===== src/rtl/aes_pkg.sv =====
// Shared definitions for the encryption feeder: block geometry, default
// encryption latency and the feeder state encoding.
package aes_pkg;

  localparam int AES_BLOCK_W         = 128;
  localparam int AES_WORD_W          = 32;
  localparam int WORDS_PER_BLOCK     = 4;
  localparam int ENC_LATENCY_DEFAULT = 31;

  typedef enum logic [1:0] {
    ST_COLLECT = 2'd0,
    ST_ENCRYPT = 2'd1,
    ST_OUTPUT  = 2'd2
  } feeder_state_t;

endpackage


===== src/rtl/encryption_feeder.sv =====
// Encryption feeder: packs four 32-bit plaintext words into a 128-bit block,
// holds key/block stable to an external encryption block for ENC_LATENCY
// cycles, captures the ciphertext and offers it to a consumer.
//
// Handshakes: a transfer happens on a posedge where valid && ready are both
// high. word_ready is a pure function of state and cipher_valid is a
// register, so neither ready nor valid ever depends combinationally on its
// partner signal.
module encryption_feeder
  import aes_pkg::*;
#(
  parameter int ENC_LATENCY = ENC_LATENCY_DEFAULT
) (
  input  logic                   clk,
  input  logic                   n_rst,
  input  logic [AES_BLOCK_W-1:0] key_in,
  input  logic                   key_load,
  input  logic [AES_WORD_W-1:0]  word_in,
  input  logic                   word_valid,
  output logic                   word_ready,
  output logic                   encryptEnable,
  output logic [AES_BLOCK_W-1:0] key,
  output logic [AES_BLOCK_W-1:0] inputData,
  input  logic [AES_BLOCK_W-1:0] outputData,
  output logic [AES_BLOCK_W-1:0] cipher_out,
  output logic                   cipher_valid,
  input  logic                   cipher_ready,
  output logic                   busy,
  output logic [1:0]             dbg_state
);

  // Value of the latency counter during the last ENCRYPT cycle.
  localparam logic [7:0] LAT_LAST = 8'(ENC_LATENCY - 1);
  localparam logic [1:0] WORD_LAST = 2'(WORDS_PER_BLOCK - 1);

  feeder_state_t          r_state;
  feeder_state_t          w_next_state;
  logic [1:0]             r_word_cnt;
  logic [7:0]             r_lat_cnt;
  logic [AES_BLOCK_W-1:0] r_key;
  logic [AES_BLOCK_W-1:0] r_input_data;
  logic [AES_BLOCK_W-1:0] r_cipher_out;
  logic                   r_encrypt_en;
  logic                   r_cipher_valid;

  logic w_word_acc;
  logic w_last_word;
  logic w_lat_done;
  logic w_key_acc;
  logic w_out_done;

  assign w_word_acc  = word_valid && (r_state == ST_COLLECT);
  assign w_last_word = w_word_acc && (r_word_cnt == WORD_LAST);
  assign w_lat_done  = (r_state == ST_ENCRYPT) && (r_lat_cnt == LAT_LAST);
  // Key is frozen while the encryption block is working on it.
  assign w_key_acc   = key_load && (r_state != ST_ENCRYPT);
  assign w_out_done  = r_cipher_valid && cipher_ready;

  assign word_ready    = (r_state == ST_COLLECT);
  assign busy          = (r_state != ST_COLLECT);
  assign encryptEnable = r_encrypt_en;
  assign key           = r_key;
  assign inputData     = r_input_data;
  assign cipher_out    = r_cipher_out;
  assign cipher_valid  = r_cipher_valid;
  assign dbg_state     = r_state;

  // Next-state decode.
  always_comb begin
    w_next_state = r_state;
    case (r_state)
      ST_COLLECT: if (w_last_word) w_next_state = ST_ENCRYPT;
      ST_ENCRYPT: if (w_lat_done)  w_next_state = ST_OUTPUT;
      ST_OUTPUT:  if (w_out_done)  w_next_state = ST_COLLECT;
      default:                     w_next_state = ST_COLLECT;
    endcase
  end

  // State register; enable/valid are registered from the next state so they
  // line up exactly with the ENCRYPT and OUTPUT states.
  always_ff @(posedge clk or negedge n_rst) begin
    if (!n_rst) begin
      r_state        <= ST_COLLECT;
      r_encrypt_en   <= 1'b0;
      r_cipher_valid <= 1'b0;
    end else begin
      r_state        <= w_next_state;
      r_encrypt_en   <= (w_next_state == ST_ENCRYPT);
      r_cipher_valid <= (w_next_state == ST_OUTPUT);
    end
  end

  // Word assembly: first word lands in the MSBs; counter wraps after four.
  always_ff @(posedge clk or negedge n_rst) begin
    if (!n_rst) begin
      r_word_cnt   <= 2'd0;
      r_input_data <= '0;
    end else if (w_word_acc) begin
      r_word_cnt <= r_word_cnt + 2'd1;
      case (r_word_cnt)
        2'd0:    r_input_data[127:96] <= word_in;
        2'd1:    r_input_data[95:64]  <= word_in;
        2'd2:    r_input_data[63:32]  <= word_in;
        default: r_input_data[31:0]   <= word_in;
      endcase
    end
  end

  // Latency counter: counts ENCRYPT cycles, idles at zero elsewhere.
  always_ff @(posedge clk or negedge n_rst) begin
    if (!n_rst) begin
      r_lat_cnt <= 8'd0;
    end else if (r_state == ST_ENCRYPT && !w_lat_done) begin
      r_lat_cnt <= r_lat_cnt + 8'd1;
    end else begin
      r_lat_cnt <= 8'd0;
    end
  end

  // Key register and ciphertext capture.
  always_ff @(posedge clk or negedge n_rst) begin
    if (!n_rst) begin
      r_key        <= '0;
      r_cipher_out <= '0;
    end else begin
      if (w_key_acc)  r_key        <= key_in;
      if (w_lat_done) r_cipher_out <= outputData;
    end
  end

endmodule


===== config.mk =====
export PLATFORM = sky130hd
export DESIGN_NAME = encryption_feeder
export DESIGN_NICKNAME = d
export VERILOG_FILES = /design/src/rtl/aes_pkg.sv /design/src/rtl/encryption_feeder.sv
export SDC_FILE = /design/constraint.sdc
export NUM_CORES = 1
export LEC_CHECK = 0
export ABC_AREA = 1
export CAP_MARGIN = 25
export CORE_AREA = 2 2 262 264
export DETAILED_ROUTE_END_ITERATION = 12
export DIE_AREA = 0 0 264 266
export PLACE_DENSITY = 0.57
export REMOVE_ABC_BUFFERS = 1
export SLEW_MARGIN = 25
export SYNTH_ARGS = -nofsm -noshare
export SYNTH_HDL_FRONTEND = slang
export SYNTH_SLANG_ARGS = --single-unit

===== constraint.sdc =====
create_clock -name clk -period 1.75 [get_ports clk]
set_input_delay 0.175 -clock clk [delete_from_list [all_inputs] [get_ports clk]]
set_output_delay 0.175 -clock clk [all_outputs]
set_load 0.005 [all_outputs]

* After elaboration in Yosys (flattened, before gate mapping) *
Index checks and enable logic that the tools add are counted.

operators by class
  add/subtract/negate cells = 2
  $mul = 0
  div/mod/pow operators = 0
  magnitude comparators = 0
  eq/ne operators = 9
  shift operators = 0
  mux-type cells = 5
  bitwise operators = 1
  reductions and logical operators = 15

operator list
  cell                                                              number
  8-bit by 1-bit adder with 8-bit output (second input constant)    1
  2-bit == test (second input constant)                             4
  8-bit by 5-bit == test with 1-bit output (second input constant)  1
  8-bit two-way mux                                                 1
  2-bit AND reduction                                               4
  2-bit by 1-bit == test with 1-bit output (second input constant)  3
  1-bit logical AND                                                 6
  2-bit two-way mux                                                 3
  2-bit case mux with 3 select lines                                1
  2-bit logical NOT                                                 2
  3-bit OR reduction                                                1
  2-bit by 1-bit adder with 2-bit output (second input constant)    1
  2-bit by 1-bit != test with 1-bit output (second input constant)  1
  2-bit nonzero test                                                1
  1-bit logical NOT                                                 1
  1-bit inverter                                                    1

word-level totals
  register bits = 398
  bits in latches = 0
  bits in writable memories = 0
  memory bits (read-only) = 0
  bits of input ports = 293
  output and inout bits = 390
  logic and storage cells = 43
  memories kept = 0

* Depth between registers and ports, before layout *
Gate-level depths: netlist of run 1.

  depth after elaboration = 6
  mapped depth = 9
  depth with buffers taken out = 7

* Worst setup path after synthesis of run 1 *
Ideal clock, no wire load.

  path type = flip-flop to flip-flop
  start = register r_lat_cnt[0]
  end = register r_cipher_out[100] (netlist: cipher_out[100])
  setup time = 0.117 ns
  arrival time = 1.297 ns
  required time = 1.633 ns
  slack = 0.336 ns
  cell stages (with the launch flop) = 10
  buffers on the path = 2
  period minus slack after synthesis = 1.414 ns
  cell sequence = dfrtp_1 -> inv_1 -> ha_1 -> inv_1 -> nor2_2 -> nand3_1 -> buf_6 -> buf_6 -> nand2_1 -> nand2_1

on the way
  word-level cells in the longest chain between the ends = 2

RTL lines
  what                                      line                      text
  start: declaration                        encryption_feeder.sv:39   logic [7:0] r_lat_cnt;
  start signal: assignment                  encryption_feeder.sv:114  r_lat_cnt <= r_lat_cnt + 8'd1;
  8-bit by 5-bit == test with 1-bit output  encryption_feeder.sv:54   assign w_lat_done = (r_state == ST_ENCRYPT) && (r_lat_cnt == LAT_LAST);
  1-bit logical AND                         encryption_feeder.sv:54
  end signal: assignment                    encryption_feeder.sv:127  if (w_lat_done) r_cipher_out <= outputData;
  end: declaration                          encryption_feeder.sv:42   logic [AES_BLOCK_W-1:0] r_cipher_out;

Every way passes these cells.
A chain may end at the register's enable or synchronous reset.

* Worst setup path after layout of run 1 *
  start = register r_cipher_out[115] (netlist: cipher_out[115])
  end = output port cipher_out[115]

RTL lines
  what              line                     text
  end: declaration  encryption_feeder.sv:25  output logic [AES_BLOCK_W-1:0] cipher_out,

No word-level cell between the ends.

==> results of run 1 <==
==> per-stage QoR <==
stage	setup TNS, ps	hold WS (ps)
after floorplan	-1800670	-120.6
after global placement	0	117.5
after detailed placement	0	119.0
after CTS	0	99.87
after global routing	-4.522	109.3
final	0	115.9
==> cells by family (layout without fill, tap and decap cells) <==
logic type | after synthesis | count (layout)
buffers and inverters | 279 | 986
other | 0 | 6
adder cells (fa/ha/maj) | 6 | 6
XOR/XNOR | 4 | 4
AND/OR/NAND/NOR | 690 | 690
AO/OA/AOI/OAI | 259 | 259
flip-flops | 398 | 398
==> flip-flops by register name, summed over array words and instances, names as in the netlist <==
register and cells:
r_lat_cnt 8, r_word_cnt 2, dbg_state 2, cipher_out 128
cipher_valid 1, inputData 128, encryptEnable 1, key 128
==> cells in the mapped netlist <==
master / number / area share [%]
nand2_1: 535 / 13
dfrtp_1: 398 / 64
o21ai_0: 239 / 7.7
inv_1: 168 / 4.0
nand4_1: 128 / 5.1
buf_2: 63 / 2.0
o21ai_1: 20 / 0.64
buf_4: 18 / 0.87
clkbuf_1: 17 / 0.41
nor2_1: 13 / 0.31
buf_6: 11 / 0.79
ha_1: 6 / 0.48
nand3_1: 6 / 0.19
nand2_2: 5 / 0.20
xor2_1: 3 / 0.17
inv_2: 2 / 0.048
nor2_2: 2 / 0.080
nor2_4: 1 / 0.072
xnor2_1: 1 / 0.056
==> worst paths after layout <==
path | end | depth (start not counted)
max | cipher_out[115] | 1
min | key[100]$_DFFE_PN0P_ | 2
max reg2reg | cipher_out[15]$_DFFE_PN0P_ | 6
min reg2reg | cipher_out[107]$_DFFE_PN0P_ | 2
max in group asynchronous | cipher_out[97]$_DFFE_PN0P_ | 3
min in group clk | key[78]$_DFFE_PN0P_ | 3
==> timing repair <==
| item | in CTS | in global routing |
|---|---|---|
| endpoints found under the hold margin | 372 | 0 |
| setup buffers | 2 | 2 |
| pin swaps | 1 | 1 |
| hold buffers | 1 | 0 |
| gates cloned | 0 | 2 |
| gates resized for setup | 23 | 10 |
| endpoints found under the setup margin | 18 | 59 |
==> power by group <==
| part | leakage (nW) | switching (W) | internal [W] | total (W) |
|---|---|---|---|---|
| sequential | 4.49 | 0.00171 | 0.0121 | 0.0138 |
| clock | 0.755 | 0.00391 | 0.00594 | 0.00984 |
| combinational | 6.23 | 0.00536 | 0.00699 | 0.0123 |
==> final cells by class <==
cell class	instances	share of cell area (%)
sequential	398	39.57
timing repair buffer	733	29.84
multi-input combinational	959	17.46
clock buffer	66	5.351
tap	882	4.382
inverter	170	2.534
clock inverter	17	0.8048
antenna	6	0.05962
==> layer usage <==
metal | vias up | GRT usage, % | routed length (um)
met2 | 533 | 26.19 | 28220
met1 | 6616 | 17.66 | 21900
met4 | 4 | 5.421 | 1258
met3 | 86 | 6.201 | 5473
li1 | 6590 | - | -
met5 | - | 0 | 27
==> layout by cell type (no fill, tap or decap), drive strengths merged <==
cell	instances
nand4	128
dlymetal6s2s	7
xnor2	1
nand3	6
clkinv	8
dlygate4sd3	1
clkinvlp	4
ha	6
nor2	16
diode	6
clkdlybuf4s15	2
buf	49
nand2	540
clkdlybuf4s50	660
dlygate4sd2	12
inv	171
bufinv	4
xor2	3
clkbuf	68
dfrtp	398
o21ai	259
==> flow_summary.ini, run 1 <==
[logic_synthesis]
synth-xor-area-share_pct = 0.2248
syn-cell-area_um2 = 15580
synthAdderAreaFrac_pct = 0.4817
yosys_register_bits = 398
synth_warnings = 0
synth_cell_types = 19
synth_mux_area_share_pct = 0
postSynthCellCount = 1636
synth.avg_cell_area_um2 = 9.526
synth_seq_area_share_pct = 63.90
synth-simple-area-share_pct = 18.88
synth_top_family_by_area = simple AND/OR/NAND/NOR gates
synth_compound_area_share_pct = 8.317

[run]
drv_cap = 0

[power]
peakVddDrop_v = 0.0007526
power_density_nw_per_um2 = 1431
p_leak_nw = 11.47
total_power_w = 0.03604

[detailed_routing]
vias = 13830
drt_first_pass_iters = 5
wl_per_cell_um = 17.60
drt_iter0_drc = 886
viasPerCell = 4.280
routed_wirelength_um = 56880
drc = 0
ant_nets = 0

[floorplanning]
rows = 96
chipHeight_um = 266
num_io_pins = 683
die_area_um2 = 70220
die_width_um = 264
start_util_pct = 23.01
coreArea_um2 = 67750

[sta]
setup_ws_ps = 71.99
relSlewSlack_pct = 69.60
fmax_mhz = 595.9
final_max_slew_viol_count = 0
worst_slew_pin_slew_ps = 456.0
finalSetupViolCount = 0
period_needed_ps = 1678
fin_skew_ps = 6.835
hold_viol_final = 0
finalCritPeriodShare_pct = 95.89
rsz0062_at_grt = true

[layout]
seq_area_um2 = 9965
fin_util_pct = 37.17
syn2layout_area_growth_pct = 61.59
nFillCells = 6756
design_area_um2 = 25180
drive_above_1_share_pct = 6.231
layout.nets = 2607
stdcell_count = 3231
multi_input_area_um2 = 4398

[grt]
grt_overflow_total = 0
grtUsageTotal_pct = 15.47
first_global_vias = 13860
grt_pass1_wl_um = 84590
antenna_found_initial = 10
grt_max_degree = 103

[placed_design]
dp_cells = 3136
io_buffers = 682
gp_congestion = 0.8253
pre_cts_slack_ps = 12.94
placed_cell_area_um2 = 23510
hpwl_um = 41930

[setup_path]
crit_required_ps = 1570
crit_path_end_kind = primary output
critPathBufInv = 1
path_cells = clkdlybuf4s50_1
r2r-start = dbg_state[1]$_DFF_PN0_
max_stage_delay_ps = 540
worstSetupStartpoint = cipher_out[115]$_DFFE_PN0P_
cp_data_arrival_time_ps = 1500
reg2reg_slack_ps = 90
slowest_stage = clkdlybuf4s50_1
critPathKind = reg2out
crit_path_start_kind = flip-flop
cp_max_fo = 2
crit_family = buffers and inverters

[clock_network]
clock_path_buffers = 3
cts.sinks = 398
clk_latency_ps = 560
clk_root_buffer_cell = clkbuf_16
htreeDepth = 2
cts_buffers = 46
cts.clk_slew.worst_paths_ps = 60
cts_tree = done

[status]
outcome = completed

[hold_path]
hp-class = in2async
Power figures use the tool's default switching activity.
==> run 2: changes to the inputs <==
--- a/config.mk
+++ b/config.mk
@@ -12,7 +12,6 @@
 export DIE_AREA = 0 0 264 266
 export PLACE_DENSITY = 0.57
 export REMOVE_ABC_BUFFERS = 1
-export SLEW_MARGIN = 25
 export SYNTH_ARGS = -nofsm -noshare
 export SYNTH_HDL_FRONTEND = slang
 export SYNTH_SLANG_ARGS = --single-unit
==> results of run 2 <==
No change in the layout: final DEF, timing and power equal those of run 1.
==> run 3: changes to the inputs <==
--- a/config.mk
+++ b/config.mk
@@ -7,10 +7,10 @@
 export LEC_CHECK = 0
 export ABC_AREA = 1
 export CAP_MARGIN = 25
-export CORE_AREA = 2 2 262 264
+export CORE_AREA = 2 2 264 266
+export CTS_BUF_LIST = sky130_fd_sc_hd__clkbuf_8
 export DETAILED_ROUTE_END_ITERATION = 12
-export DIE_AREA = 0 0 264 266
-export PLACE_DENSITY = 0.57
+export DIE_AREA = 0 0 266 268
 export REMOVE_ABC_BUFFERS = 1
 export SYNTH_ARGS = -nofsm -noshare
 export SYNTH_HDL_FRONTEND = slang
==> run 3 against run 2 <==
Worst hold slack got worse by 12 ps. Die area increased by 1.5%. Final cell count increased by 1.9%. Largest cell class unchanged. Largest power group unchanged.
==> flow_summary.ini, run 3 (synthesis gave the netlist of run 1 again) <==
[hold_path]
hp-class = in2reg

[setup_path]
max_stage_delay_ps = 450
critPathKind = reg2out
crit_required_ps = 1570
path_cells = nor2_4, buf_6, inv_4, buf_6
cp_max_fo = 2
crit_path_end_kind = primary output
cp_data_arrival_time_ps = 1500
crit_path_start_kind = flip-flop
cpMostUsedCell = buf_6
crit_family = flip-flops
critPathBufInv = 3
slowest_stage = dfrtp_2

[power]
total_power_w = 0.03443
power_density_nw_per_um2 = 1374
p_leak_nw = 12.02
peakVddDrop_v = 0.0006116

[detailed_routing]
drc = 0
ant_nets = 0
drt_first_pass_iters = 5
routed_wirelength_um = 58620
drt_iter0_drc = 976
vias = 14060
dr_wl_met3_um = 5906
viasPerCell = 4.273
wirelength_met1_um = 23170
highest_layer = met4
dr_wl_met2_um = 28160
wl_per_cell_um = 17.81

[layout]
final_cell_mix = 534 x nand2_1, 396 x dfrtp_1, 385 x clkdlybuf4s50_1
stdcell_count = 3291
design_area_um2 = 25050
syn2layout_area_growth_pct = 60.73
fin_util_pct = 36.72
final_common_cell = nand2_1
layout.nets = 2651
drive_above_1_share_pct = 7.990

[sta]
fmax_mhz = 595.9
period_needed_ps = 1678
finalSetupViolCount = 0
fin_skew_ps = 23.87
finalCritPeriodShare_pct = 95.89
rsz0062_at_grt = true
worst_slew_pin_slew_ps = 436.7
relSlewSlack_pct = 70.89
setup_ws_ps = 71.96
hold_viol_final = 0
final_max_slew_viol_count = 0

[clock_network]
clk_latency_ps = 630
cts_tree = done
cts_buffers = 73
cts.sinks = 398
clock_path_buffers = 3
cts.clk_slew.worst_paths_ps = 60
clk_root_buffer_cell = clkbuf_8
htreeDepth = 3

[floorplanning]
rows = 96
chipHeight_um = 268
die_width_um = 266
num_io_pins = 683
start_util_pct = 22.84
coreArea_um2 = 68230
die_area_um2 = 71290

[placed_design]
pre_cts_slack_ps = 60.67
dp_cells = 3135
placed_cell_area_um2 = 23530
hpwl_um = 42910
gp_congestion = 0.8227
io_buffers = 682

[grt]
grt_max_degree = 113
grt_overflow_total = 0
first_global_vias = 14160
grt_pass1_wl_um = 86270
grtUsageTotal_pct = 15.71
antenna_found_initial = 4

[run]
drv_cap = 0

[status]
outcome = completed
run 3: power by group:
group | internal [W] | switching [W]
Sequential | 0.0121 | 0.00168
Combinational | 0.00593 | 0.00532
Clock | 0.00532 | 0.00403
run 3: area by class of cell:
type / count / area [um^2]
antenna: 6 / 15.01
clock buffer: 92 / 1266
clock inverter: 34 / 260.3
fill: 6862 / 43180
inverter: 170 / 640.6
multi-input combinational: 959 / 4393
sequential: 398 / 9962
tap: 882 / 1104
timing repair buffer: 750 / 7408
run 3: stage by stage:
stage          hold WS (ps)  TNS (ps)
3_5_place_dp          116.6         0
4_1_cts              0.2041    -201.1
5_1_grt               38.58    -41.42
6_report              103.7         0
3_3_place_gp          114.9         0
2_1_floorplan        -120.6  -1800670
run 3: repair_timing:
action | in CTS | in global routing
gates cloned | 0 | 2
buffers inserted | 17 | 4
endpoints found under the hold margin | 289 | 0
hold buffers | 3 | 0
gates resized for setup | 288 | 34
endpoints found under the setup margin | 273 | 38
pin swaps | 1 | 2
run 3: worst paths after layout:
path / cells past startpoint / start / endpoint / slack [ps]
max in group asynchronous: 4 / n_rst / inputData[61]$_DFFE_PN0P_ / 1080
worst max-delay path: 4 / dbg_state[1]$_DFF_PN0_ / busy / 70
worst min-delay path: 3 / key_in[112] / key[112]$_DFFE_PN0P_ / 100
worst max register to register: 4 / dbg_state[1]$_DFF_PN0_ / key[83]$_DFFE_PN0P_ / 120
min in group asynchronous: 3 / n_rst / cipher_out[55]$_DFFE_PN0P_ / 210
worst min register to register: 2 / cipher_out[46]$_DFFE_PN0P_ / cipher_out[46]$_DFFE_PN0P_ / 460
run 3: per-layer routing:
layer  GRT usage (%)  vias to the layer above
li1                -                     6691
met1           18.74                     6696
met2           26.15                      602
met3           5.654                       75
met4           5.512                        0
met5               0                        -
run 3: worst reg2reg max path: stages, from the launching register on:
cell and delay [ps]:
dfrtp_2 450, buf_4 180, o21ai_4 270, buf_12 340, o21ai_0 260
